[src/rtl/hazard_pkg.sv]
// Shared types for the hazard/forwarding control block.
// Holds the register-zero constant, the destination-tag struct carried
// through MEM/WB, the extended EX tag that also carries the source
// operands, and the tag-match function used by both operand paths.
package hazard_pkg;

   localparam int unsigned TAG_AW = 5;
   localparam logic [TAG_AW-1:0] REG_ZERO = 5'd0;

   typedef struct packed {
      logic              valid;
      logic [TAG_AW-1:0] rd;
      logic              reg_write;
      logic              is_load;
   } dst_tag_t;

   typedef struct packed {
      dst_tag_t          dst;
      logic [TAG_AW-1:0] rs1;
      logic [TAG_AW-1:0] rs2;
      logic              use_rs1;
      logic              use_rs2;
   } ex_tag_t;

   // True when an older stage will write the register this operand reads.
   // x0 never matches because its value is architecturally fixed.
   function automatic logic fwd_match(input dst_tag_t          tag,
                                      input logic [TAG_AW-1:0] rs,
                                      input logic              use_rs);
      return use_rs & tag.valid & tag.reg_write &
             (tag.rd != REG_ZERO) & (tag.rd == rs);
   endfunction

endpackage

[src/rtl/hazard_forward_unit_sat_counter.sv]
// Saturating event counter.
// Ports: clk, rst_n (sync active-low), inc_i (count this cycle),
//        count_o (registered count, holds at all-ones).
module sat_counter #(
   parameter int unsigned W = 16
) (
   input  logic         clk,
   input  logic         rst_n,
   input  logic         inc_i,
   output logic [W-1:0] count_o
);

   localparam logic [W-1:0] CNT_MAX = '1;

   logic [W-1:0] count_q;
   logic [W-1:0] count_d;

   // Next count: step by one unless already at the ceiling.
   always_comb begin
      if (inc_i && (count_q != CNT_MAX)) begin
         count_d = count_q + {{(W-1){1'b0}}, 1'b1};
      end else begin
         count_d = count_q;
      end
   end

   // Count register, cleared only by reset.
   always_ff @(posedge clk) begin
      if (!rst_n) begin
         count_q <= '0;
      end else begin
         count_q <= count_d;
      end
   end

   assign count_o = count_q;

endmodule

[src/rtl/hazard_forward_unit.sv]
// Hazard detection and forwarding-select control for a 5-stage pipeline.
// Tracks destination tags through EX, MEM and WB, raises a load-use
// stall, and drives the Sel inputs of the two chained 2:1 operand muxes
// (first mux: regfile vs WB result; second mux: first-mux vs MEM result).
// Ports: clk, rst_n (sync active-low); ID-stage instruction fields
//        id_*; flush (taken branch in EX); stall; fwd_{a,b}_{wb,mem};
//        stall_count (saturating stall-cycle count).
module hazard_forward_unit
   import hazard_pkg::*;
#(
   parameter int unsigned REG_AW = TAG_AW,
   parameter int unsigned CNT_W  = 16
) (
   input  logic              clk,
   input  logic              rst_n,
   input  logic              id_valid,
   input  logic [REG_AW-1:0] id_rs1,
   input  logic [REG_AW-1:0] id_rs2,
   input  logic              id_use_rs1,
   input  logic              id_use_rs2,
   input  logic [REG_AW-1:0] id_rd,
   input  logic              id_reg_write,
   input  logic              id_is_load,
   input  logic              flush,
   output logic              stall,
   output logic              fwd_a_wb,
   output logic              fwd_a_mem,
   output logic              fwd_b_wb,
   output logic              fwd_b_mem,
   output logic [CNT_W-1:0]  stall_count
);

   ex_tag_t  ex_q;
   ex_tag_t  ex_d;
   dst_tag_t mem_q;
   dst_tag_t wb_q;

   logic src_hit_s;
   logic stall_s;

   // Load-use detection: the ID instruction needs a value a load in EX
   // has not produced yet. A taken branch kills ID, so no stall then.
   always_comb begin
      src_hit_s = (id_use_rs1 && (id_rs1 == ex_q.dst.rd)) ||
                  (id_use_rs2 && (id_rs2 == ex_q.dst.rd));
      if (flush) begin
         stall_s = 1'b0;
      end else begin
         stall_s = id_valid & ex_q.dst.valid & ex_q.dst.is_load &
                   ex_q.dst.reg_write & (ex_q.dst.rd != REG_ZERO) & src_hit_s;
      end
   end

   // Next EX tag: the ID instruction, turned into a bubble on stall or flush.
   always_comb begin
      ex_d               = '0;
      ex_d.dst.valid     = id_valid & ~stall_s & ~flush;
      ex_d.dst.rd        = id_rd;
      ex_d.dst.reg_write = id_reg_write;
      ex_d.dst.is_load   = id_is_load;
      ex_d.rs1           = id_rs1;
      ex_d.rs2           = id_rs2;
      ex_d.use_rs1       = id_use_rs1;
      ex_d.use_rs2       = id_use_rs2;
   end

   // Tag pipeline: EX -> MEM -> WB advances every cycle.
   always_ff @(posedge clk) begin
      if (!rst_n) begin
         ex_q  <= '0;
         mem_q <= '0;
         wb_q  <= '0;
      end else begin
         ex_q  <= ex_d;
         mem_q <= ex_q.dst;
         wb_q  <= mem_q;
      end
   end

   // Forwarding selects from registered tags only. A load in MEM has no
   // result yet; the stall guarantees such a case never needs forwarding.
   // WB is evaluated on its own: the second mux gives MEM precedence.
   always_comb begin
      fwd_a_mem = ex_q.dst.valid & ~mem_q.is_load & fwd_match(mem_q, ex_q.rs1, ex_q.use_rs1);
      fwd_b_mem = ex_q.dst.valid & ~mem_q.is_load & fwd_match(mem_q, ex_q.rs2, ex_q.use_rs2);
      fwd_a_wb  = ex_q.dst.valid & fwd_match(wb_q, ex_q.rs1, ex_q.use_rs1);
      fwd_b_wb  = ex_q.dst.valid & fwd_match(wb_q, ex_q.rs2, ex_q.use_rs2);
   end

   assign stall = stall_s;

   sat_counter #(
      .W(CNT_W)
   ) u_stall_cnt (
      .clk     (clk),
      .rst_n   (rst_n),
      .inc_i   (stall_s),
      .count_o (stall_count)
   );

endmodule
[config.mk]
export PLATFORM = sky130hd
export DESIGN_NAME = hazard_forward_unit
export DESIGN_NICKNAME = d
export VERILOG_FILES = /design/src/rtl/hazard_pkg.sv /design/src/rtl/hazard_forward_unit_sat_counter.sv /design/src/rtl/hazard_forward_unit.sv
export SDC_FILE = /design/constraint.sdc
export NUM_CORES = 1
export LEC_CHECK = 0
export ABC_CLOCK_PERIOD_IN_PS = 4900
export CAP_MARGIN = 5
export CORE_MARGIN = 2
export CORE_UTILIZATION = 54
export CTS_CLUSTER_DIAMETER = 30
export CTS_CLUSTER_SIZE = 20
export DETAILED_ROUTE_END_ITERATION = 7
export PLACE_DENSITY = 0.83
export SLEW_MARGIN = 20
export SYNTH_ARGS = -nofsm -noshare
export SYNTH_HDL_FRONTEND = slang
export SYNTH_SLANG_ARGS = --single-unit
[constraint.sdc]
create_clock -name clk -period 4.9 [get_ports clk]
set_input_delay 0.49 -clock clk [delete_from_list [all_inputs] [get_ports clk]]
set_output_delay 0.49 -clock clk [all_outputs]
set_load 0.03 [all_outputs]
# After elaboration in Yosys (flattened, before gate mapping)
# Cells that the tools add are included.
# Widths: inputs -> output; s select.
# word_totals
regBits	51
input_bits	23
# classes
mux	1
n_reduce_logical	7
add_sub_neg	1
n_eq_ne	7
bitwise	31
# ops
op	n
$eq 5x5->1	6
$and 1x1->1	28
$add 16x1->16 const B	1
$ne 16x16->1 const B	1
$reduce_bool 5->1	3
$logic_and 1x1->1	3
$not 1->1	3
$logic_or 1x1->1	1
$mux 1	1

# Depth between registers and ports, before layout
# Gate-level depths: netlist of run 1.
# depth
ltp_word	9
ltp_mapped	8
mapped_depth_nobuf	6

# Cells and area by module
# From an unflattened synthesis of run 1, not the netlist that was laid out.
# hier_totals
cells_unflattened	225
hier_area_um2	2204.6
# modules_own_cells
module	cells_per_inst	seq_area_each_um2	instances	area_each_um2
hazard_forward_unit	128	700.7	1	1367.6
sat_counter	97	320.3	1	837.1

# Worst setup path after synthesis of run 1
# No wires, ideal clock.
# synth_path
path_kind	reg-to-reg
from	register u_stall_cnt.count_q[2] (netlist: u_stall_cnt.count_o[2])
to	register u_stall_cnt.count_q[1] (netlist: u_stall_cnt.count_o[1])
arrival_ns	2.154
required_time_ns	4.770
path_slack_ns	2.616
n_path_buf	2
path_stages_with_launch	9
setup_time_ns	0.130
period_less_slack_ns	2.284
cell_sequence	dfxtp_1 -> and4_4 -> nand2_4 -> or4_4 -> o211ai_2 -> buf_6 -> buf_12 -> mux2i_1 -> nor2_1
# synth_via
elab_chain_len	2
# synth_lines
item	line	text
from (decl)	hazard_forward_unit_sat_counter.sv:15	logic [W-1:0] count_q;
from (signal assigned)	hazard_forward_unit_sat_counter.sv:32	count_q <= count_d;
$ne 16x16->1	hazard_forward_unit_sat_counter.sv:20	if (inc_i && (count_q != CNT_MAX)) begin
$logic_and 1x1->1	hazard_forward_unit_sat_counter.sv:20	
# Every way passes these cells.
# A chain may end at the register's enable or synchronous reset.

# Final worst setup path of run 1
# layout_path
from	input port id_rs2[4]
to	output port stall
# layout_via
elab_chain_len	5
# layout_lines
item	line	text
from (decl)	hazard_forward_unit.sv:18	input logic [REG_AW-1:0] id_rs2,
$eq 5x5->1	hazard_forward_unit.sv:45	(id_use_rs2 && (id_rs2 == ex_q.dst.rd));
$logic_and 1x1->1	hazard_forward_unit.sv:45	
$logic_or 1x1->1	hazard_forward_unit.sv:44	src_hit_s = (id_use_rs1 && (id_rs1 == ex_q.dst.rd)) ||
$and 1x1->1	hazard_forward_unit.sv:50	ex_q.dst.reg_write & (ex_q.dst.rd != REG_ZERO) & src_hit_s;
$mux 1	hazard_forward_unit.sv:46	if (flush) begin
to (decl)	hazard_forward_unit.sv:25	output logic stall,
# Every way passes these cells.

==> impl_results.md, run 1 <==
- Status: complete, no violations
- Wire per inst: 13.2 um
- Lkg Pwr: 0.940 nW
- Rows: 23
- Hold_buf cts: 0
- Clock Sinks: 51
- Mux contribution to synthesized area: 0.0138
- Tot Pwr: 0.000762 W
- Adder-Cell Fraction of Synth Area: 0.00575
- Internal power: 0.000595 W
- Mapped Avg Cell Area: 9.58 sq um
- VDD IR max: 167 uV
- GRT Resource Usage Total: 0.213
- Worst reg2reg path depth: 6
- Chip height: 67.5 um
- Top-area cell type share of the netlist area: 0.470
- Vias: 1,685
- Hpwl dp: 3180 um
- Area grow syn2layout: 25.5%
- Top cell types by occurrence after synthesis: dfxtp_1 (51), and2_1 (36), xnor2_1 (30)
- Layout cells sized above 1: 0.0588
- R2R Path End: u_stall_cnt.count_o[1]$_SDFFE_PN0P_
- CP Launch Type: input pin
- Non-Filler Instances: 322
- Req. time, crit path: 4410 ps
- Final period utilization: 0.611
- Crit-path slowest cell: clkdlybuf4s50_1
- Post-Syn Nets: 251
- Post-CTS Setup Bufs: 0
- Worst Path Arrival: 2500 ps
- FMAX: 0.334 GHz
- Compound-Gate Fraction of Synth Area: 0.0800
- Ys Warns: 0
- FF-to-FF setup slack: 2370 ps
- Initial Util: 0.552
- FFs w/ async S/R, synth: 0
- DRT Pass-1 Iters: 4
- FF-to-FF Start: u_stall_cnt.count_o[3]$_SDFFE_PN0P_
- Top FF cell, synth: dfxtp_1
- Largest family of logic cells by synthesized area: simple AND/OR/NAND/NOR gates
- Initial antenna violation count: 0
- CTS max path bufs: 2
- Clk_skew: 8.12 ps
- Post-cts gate resize count: 0
- Die area: 4550 sq um
- Die W: 67.5 um
- Switching Fraction: 0.219
- Seq cells post-synth: 51
- CTS buffer count: 5
- Drt via density: 5.23
- Setup Crit Path Kind: in -> out
- Sequential Power Share: 0.577
- Placed cells: 314
- Port Buf Inserts: 43
- Capturing element type of the critical path: output pin
- Hold Vio Cnt, Final: 0
- Power share of the combinational group: 0.081
- Largest net degree at the start of global routing: 41
- Clock latency on the worst-skew pair: 300 ps
- I/O pin count: 44
- DRC: 0
- Routed Antenna Nets: 0
- Fin nets: 295
- Most used cell, CP: clkdlybuf4s50_1
- Unrepaired setup endpoints after global routing: no
- Iter 0 DRT Violations: 82
- Core Region: 3940 sq um
- Synth Area in Simple Gates: 0.270
- Worst Hold Class: reg -> reg
- Synth cell types: 36
- Setup Viol. Count Final: 0
- # Max-Cap Violations: 0
- CTS tree: yes
- Psw: 0.000167 W
- Worst Hold Depth: 1
- Synth Area in XOR/XNOR: 0.129
- Crit Path Max Fanout: 5
- Utilization after layout: 0.692
- Critical Path Max Stage Delay: 660 ps
- Setup TNS: 0 ps
- Clock share of power: 0.343
- Max-slew violations: 0
- Synthesized cell area: 2170 sq um
- CP delay by family, top: buffers and inverters
- Post-synth EDFFs: 0
- Clk slew on worst S/H paths: 90 ps
- Rel. slew slack: 0.446
- Area leader, netlist: dfxtp_1
- Min Tclk post-route: 2990 ps
- Hold EP: wb_q[1]$_SDFF_PN0_
- # diodes: 0
- Cell count after synthesis: 227
- Crit path buf inv count: 3
- Beginning of the worst hold path: mem_q[1]$_SDFF_PN0_
- Worst Tran Pin Value: 828 ps
- Post-synthesis sequential area ratio: 0.470
- Pwr dens: 279 nW/um^2
- H-Tree Level Count: 2
- Final hold slack: 454 ps
- Ranking of synthesized cells by area: dfxtp_1 (47%), xnor2_1 (12%), and2_1 (10%), nand4_1 (3.2%), nand2_1 (2.6%)
- GPL Wtd Cong: 0.821
- Root buf cell: clkbuf_8
- Final wirelength: 4260 um
- Vias in the first global route: 1,557
- Most frequent cell after synthesis: dfxtp_1
- Cell Chain, Critical Path: clkdlybuf4s50_1 -> xnor2_1 -> nand4_1 -> o22ai_1 -> nand2_1 -> inv_1 -> clkdlybuf4s50_1
- GRT Residual Overflow: 0
- First-pass GRT wire length: 7190 um
## metal layers
layer	track usage	part of all wire
met4	0.0612	0.011
met1	0.269	0.46
met3	0.0550	0.031
met5	0	0
met2	0.357	0.49
## worst reg2reg max path: stages, from the launching register on
cell	delay (ps)
dfxtp_1	440
and4_4	290
nand2_4	80
or4_4	580
o211ai_2	680
mux2i_1	280
nor2_1	60
## per-stage QoR
step	setup WS, ps	cell area [sq um]
3_5_place_dp	1890	2630
2_1_floorplan	2620	2170
4_1_cts	1890	2730
3_3_place_gp	1910	2630
6_report	1910	2730
5_1_grt	1770	2730
## cells in the final DEF, fill, tap and decap left out, drive strengths merged, types with 2 or more instances in the layout
master / n
nand4: 11
or4: 6
inv: 5
nand2: 16
or3: 7
xnor2: 30
nor3: 7
mux2i: 3
nor2: 5
clkbuf: 7
o2111ai: 2
xor2: 2
and2: 36
nand3: 4
clkdlybuf4s50: 43
a21oi: 11
o31ai: 3
dfxtp: 51
o21ai: 9
## power groups by stage
stage | combinational, W | sequential [W] | clock [W]
2_1_floorplan | 0.0000366 | 0.000446 | 0
3_3_place_gp | 0.0000604 | 0.000449 | 0
3_5_place_dp | 0.0000617 | 0.000449 | 0
4_1_cts | 0.0000621 | 0.000439 | 0.000267
5_1_grt | 0.0000681 | 0.000441 | 0.000285
6_report | 0.0000613 | 0.000439 | 0.000261
## area by class of cell
| type | count | area, sq um |
|---|---|---|
| fillers | 309 | 1210 |
| multi-input cells | 164 | 1080 |
| flip-flops and latches | 51 | 1020 |
| repair buffers | 44 | 438 |
| clock buffers | 7 | 96.3 |
| well taps | 50 | 62.6 |
| inverters | 5 | 18.8 |
| clock inverters | 1 | 7.51 |
## sequential cells by signal, indices dropped and copies added, names as in the netlist
register	flops
ex_q	20
u_stall_cnt.count_o	16
mem_q	8
wb_q	7
## worst max path at each step
stage,start,to,slack (ps),cells past startpoint
after floorplan,u_stall_cnt.count_o[2]$_SDFFE_PN0P_,u_stall_cnt.count_o[1]$_SDFFE_PN0P_,2620,8
after global placement,id_rs2[4],stall,1910,7
after detailed placement,id_rs2[4],stall,1890,7
after CTS,id_rs2[4],stall,1890,7
after global routing,id_valid,stall,1770,7
final,id_rs2[4],stall,1910,7
## logic make-up (layout without fill, tap and decap cells)
family | Yosys count | count (layout)
muxes | 3 | 3
and+or+nand+nor | 100 | 100
adders and majority gates | 1 | 1
xor gates and xnor gates | 32 | 32
buffers and inverters | 12 | 57
DFF | 51 | 51
AOI/OAI and AO/OA | 28 | 28
Power figures use the tool's default switching activity.
==> run 2: changes to the inputs <==
--- a/config.mk
+++ b/config.mk
@@ -5,14 +5,14 @@
 export SDC_FILE = /design/constraint.sdc
 export NUM_CORES = 1
 export LEC_CHECK = 0
-export ABC_CLOCK_PERIOD_IN_PS = 4900
+export ABC_CLOCK_PERIOD_IN_PS = 2810
 export CAP_MARGIN = 5
 export CORE_MARGIN = 2
-export CORE_UTILIZATION = 54
+export CORE_UTILIZATION = 50
 export CTS_CLUSTER_DIAMETER = 30
 export CTS_CLUSTER_SIZE = 20
 export DETAILED_ROUTE_END_ITERATION = 7
-export PLACE_DENSITY = 0.83
+export PLACE_DENSITY = 0.78
 export SLEW_MARGIN = 20
 export SYNTH_ARGS = -nofsm -noshare
 export SYNTH_HDL_FRONTEND = slang
==> constraint.sdc (replaced) <==
create_clock -name clk -period 2.81 [get_ports clk]
set_input_delay 0.281 -clock clk [delete_from_list [all_inputs] [get_ports clk]]
set_output_delay 0.281 -clock clk [all_outputs]
set_load 0.03 [all_outputs]
==> run 2 against run 1 <==
  * Power grew 82%
  * Count of clock-buffer cells in the layout down 1
  * Combinational power up 76%
  * Clock skew down 2.5 ps
  * Cell area up 1.3%
  * Wire length rose by 2.4%
  * First-iteration DRC count is 26% lower
  * Sequential power rose by 74%
  * Sequential share of layout area decreased by 0.49 points
  * Worst hold slack better by 6.4 ps
  * Largest cell class unchanged
==> impl_results.md, run 2 (same netlist as run 1, synthesis figures left out) <==
- Hold Vio Cnt, Final: 0 (unchanged)
- Clock latency on the worst-skew pair: 300 ps (about the same)
- Placed cell areas: 2650 sq um (+0.86%)
- Port Buf Inserts: 43 (unchanged)
- Crit Path Max Fanout: 21 (+16)
- Core Region: 4090 sq um (+3.6%)
- Die area: 4890 sq um (+7.5%)
- Worst Tran Pin Value: 777 ps (-51.8 ps)
- Capturing element type of the critical path: flop
- Worst reg2reg path depth: 6 (unchanged)
- CTS buffer count: 5 (unchanged)
- Pwr dens: 502 nW/um^2 (+80%)
- CP Launch Type: flop
- CTS max path bufs: 2 (unchanged)
- Clock Sinks: 51 (unchanged)
- First-pass GRT wire length: 7530 um (+4.8%)
- Lkg Pwr: 0.967 nW (+2.9%)
- Iter 0 DRT Violations: 61 (-26%)
- Rows: 23 (unchanged)
- Hold_buf cts: 0 (unchanged)
- Fin nets: 298 (+1.0%)
- Worst Path Arrival: 2640 ps (+140 ps)
- Post-CTS Setup Bufs: 0 (unchanged)
- Worst Hold Class: reg -> reg
- Vias in the first global route: 1,612 (+3.5%)
- Routed Antenna Nets: 0 (unchanged)
- VDD IR max: 375 uV (+120%)
- Min Tclk post-route: 2470 ps
- Tot Pwr: 0.00139 W (+82%)
- Post-cts gate resize count: 0 (unchanged)
- Hpwl dp: 3300 um (+3.9%)
- H-Tree Level Count: 2 (unchanged)
- Status: complete, no violations
- Setup Viol. Count Final: 0 (unchanged)
- Die W: 70.0 um (+3.7%)
- Worst Hold Depth: 1 (unchanged)
- CTS tree: yes
- FMAX: 0.406 GHz
- Cell Chain, Critical Path: ha_1 -> nand2_4 -> or4_4 -> o211ai_2 -> nor4_1 -> mux2i_1
- DRT Pass-1 Iters: 4 (unchanged)
- GRT Residual Overflow: 0 (unchanged)
- Wire per inst: 13.4 um (+1.5%)
- Area grow syn2layout: 27.2%
- Rel. slew slack: 0.481 (+0.0346)
- Unrepaired setup endpoints after global routing: no
- Final wirelength: 4370 um (+2.4%)
- Initial Util: 0.532 (-0.0194)
- Multi-input combinational cell area: 1080 sq um (unchanged)
- Largest net degree at the start of global routing: 33 (-20%)
- Layout cells sized above 1: 0.0691 (+0.0103)
- Most frequent cells in the layout: dfxtp_1 (51), clkdlybuf4s50_1 (43), and2_1 (36)
- Fill cells: 368 (+19%)
- Setup TNS: 0 ps (unchanged)
- # Max-Cap Violations: 0 (unchanged)
- Drt via density: 5.16 (-1.5%)
- FF+latch area: 1020 sq um (unchanged)
- Vias: 1,676 (-0.53%)
- Final hold slack: 460 ps (+6.44 ps)
- Max-slew violations: 0 (unchanged)
- DRC: 0 (unchanged)
- GPL Wtd Cong: 0.842 (+2.5%)
- Commonest non-fill, non-tap cell in the layout: dfxtp_1
- Root buf cell: clkbuf_8
- Chip height: 70.0 um (+3.7%)
- Req. time, crit path: 2980 ps (-1430 ps)
- Max reg flops: 20 (unchanged)
- Largest Register: ex_q
- Critical Path Max Stage Delay: 640 ps (-20 ps)
- Clk_skew: 5.65 ps (-2.47 ps)
- # diodes: 0 (unchanged)
- Initial antenna violation count: 0 (unchanged)
- Fin area: 2770 sq um (+1.3%)
- Setup Crit Path Kind: reg -> reg
- Final period utilization: 0.877
- GRT Resource Usage Total: 0.192 (-0.0210)
- Crit-path slowest cell: o211ai_2
- Clk slew on worst S/H paths: 90 ps (about the same)
- I/O pin count: 44 (unchanged)
## run 2: cell count changes in the layout (fill, tap and decap cells not counted)
cell        change
buf_4           +3
bufinv_16       +1
clkbuf_8        -1
clkinv_2        +1
clkinvlp_4      -1
## run 2: path summary, 6_finish.rpt
| check | from | end | slack, ps |
|---|---|---|---|
| hold reg to reg | mem_q[7]$_SDFF_PN0_ | wb_q[7]$_SDFF_PN0_ | 460 |
| setup / recovery | u_stall_cnt.count_o[0]$_SDFFE_PN0P_ | u_stall_cnt.count_o[15]$_SDFFE_PN0P_ | 340 |
| setup reg to reg | u_stall_cnt.count_o[0]$_SDFFE_PN0P_ | u_stall_cnt.count_o[15]$_SDFFE_PN0P_ | 340 |
| hold / removal | mem_q[7]$_SDFF_PN0_ | wb_q[7]$_SDFF_PN0_ | 460 |
## run 2: routing by layer
layer | vias up | wire (um) | track usage
li1 | 868 | - | -
met1 | 770 | 2080 | 0.255
met2 | 29 | 2030 | 0.299
met3 | 9 | 159 | 0.0433
met4 | 0 | 97 | 0.0812
met5 | - | 0 | 0
## run 2: layout make-up
type / count / area share
multi-input cells: 164 / 0.392
flip-flops and latches: 51 / 0.369
repair buffers: 47 / 0.167
clock buffers: 6 / 0.0299
well taps: 50 / 0.0226
clock inverters: 2 / 0.0127
inverters: 5 / 0.00679
## run 2: through the flow
stage | instances | setup WS [ps] | util
after global placement | 317 | 371 | 0.648
final | 325 | 345 | 0.677
after detailed placement | 317 | 320 | 0.648
after floorplan | 227 | 526 | -
after global routing | 325 | 175 | 0.677
after CTS | 325 | 341 | 0.677
## run 2: worst max-delay path, delay by kind of cell, from the launching register on
kind	cells	cell delay, ps
AOI/OAI and AO/OA	1	640
adders and majority gates	1	290
DFF	1	400
muxes	1	160
and+or+nand+nor	3	860
## run 2: where the power goes
part	switching, W	internal [W]
sequential	0.0000214	0.000744
clock	0.000227	0.000288
combinational	0.0000386	0.0000692
total	0.000287	0.00110
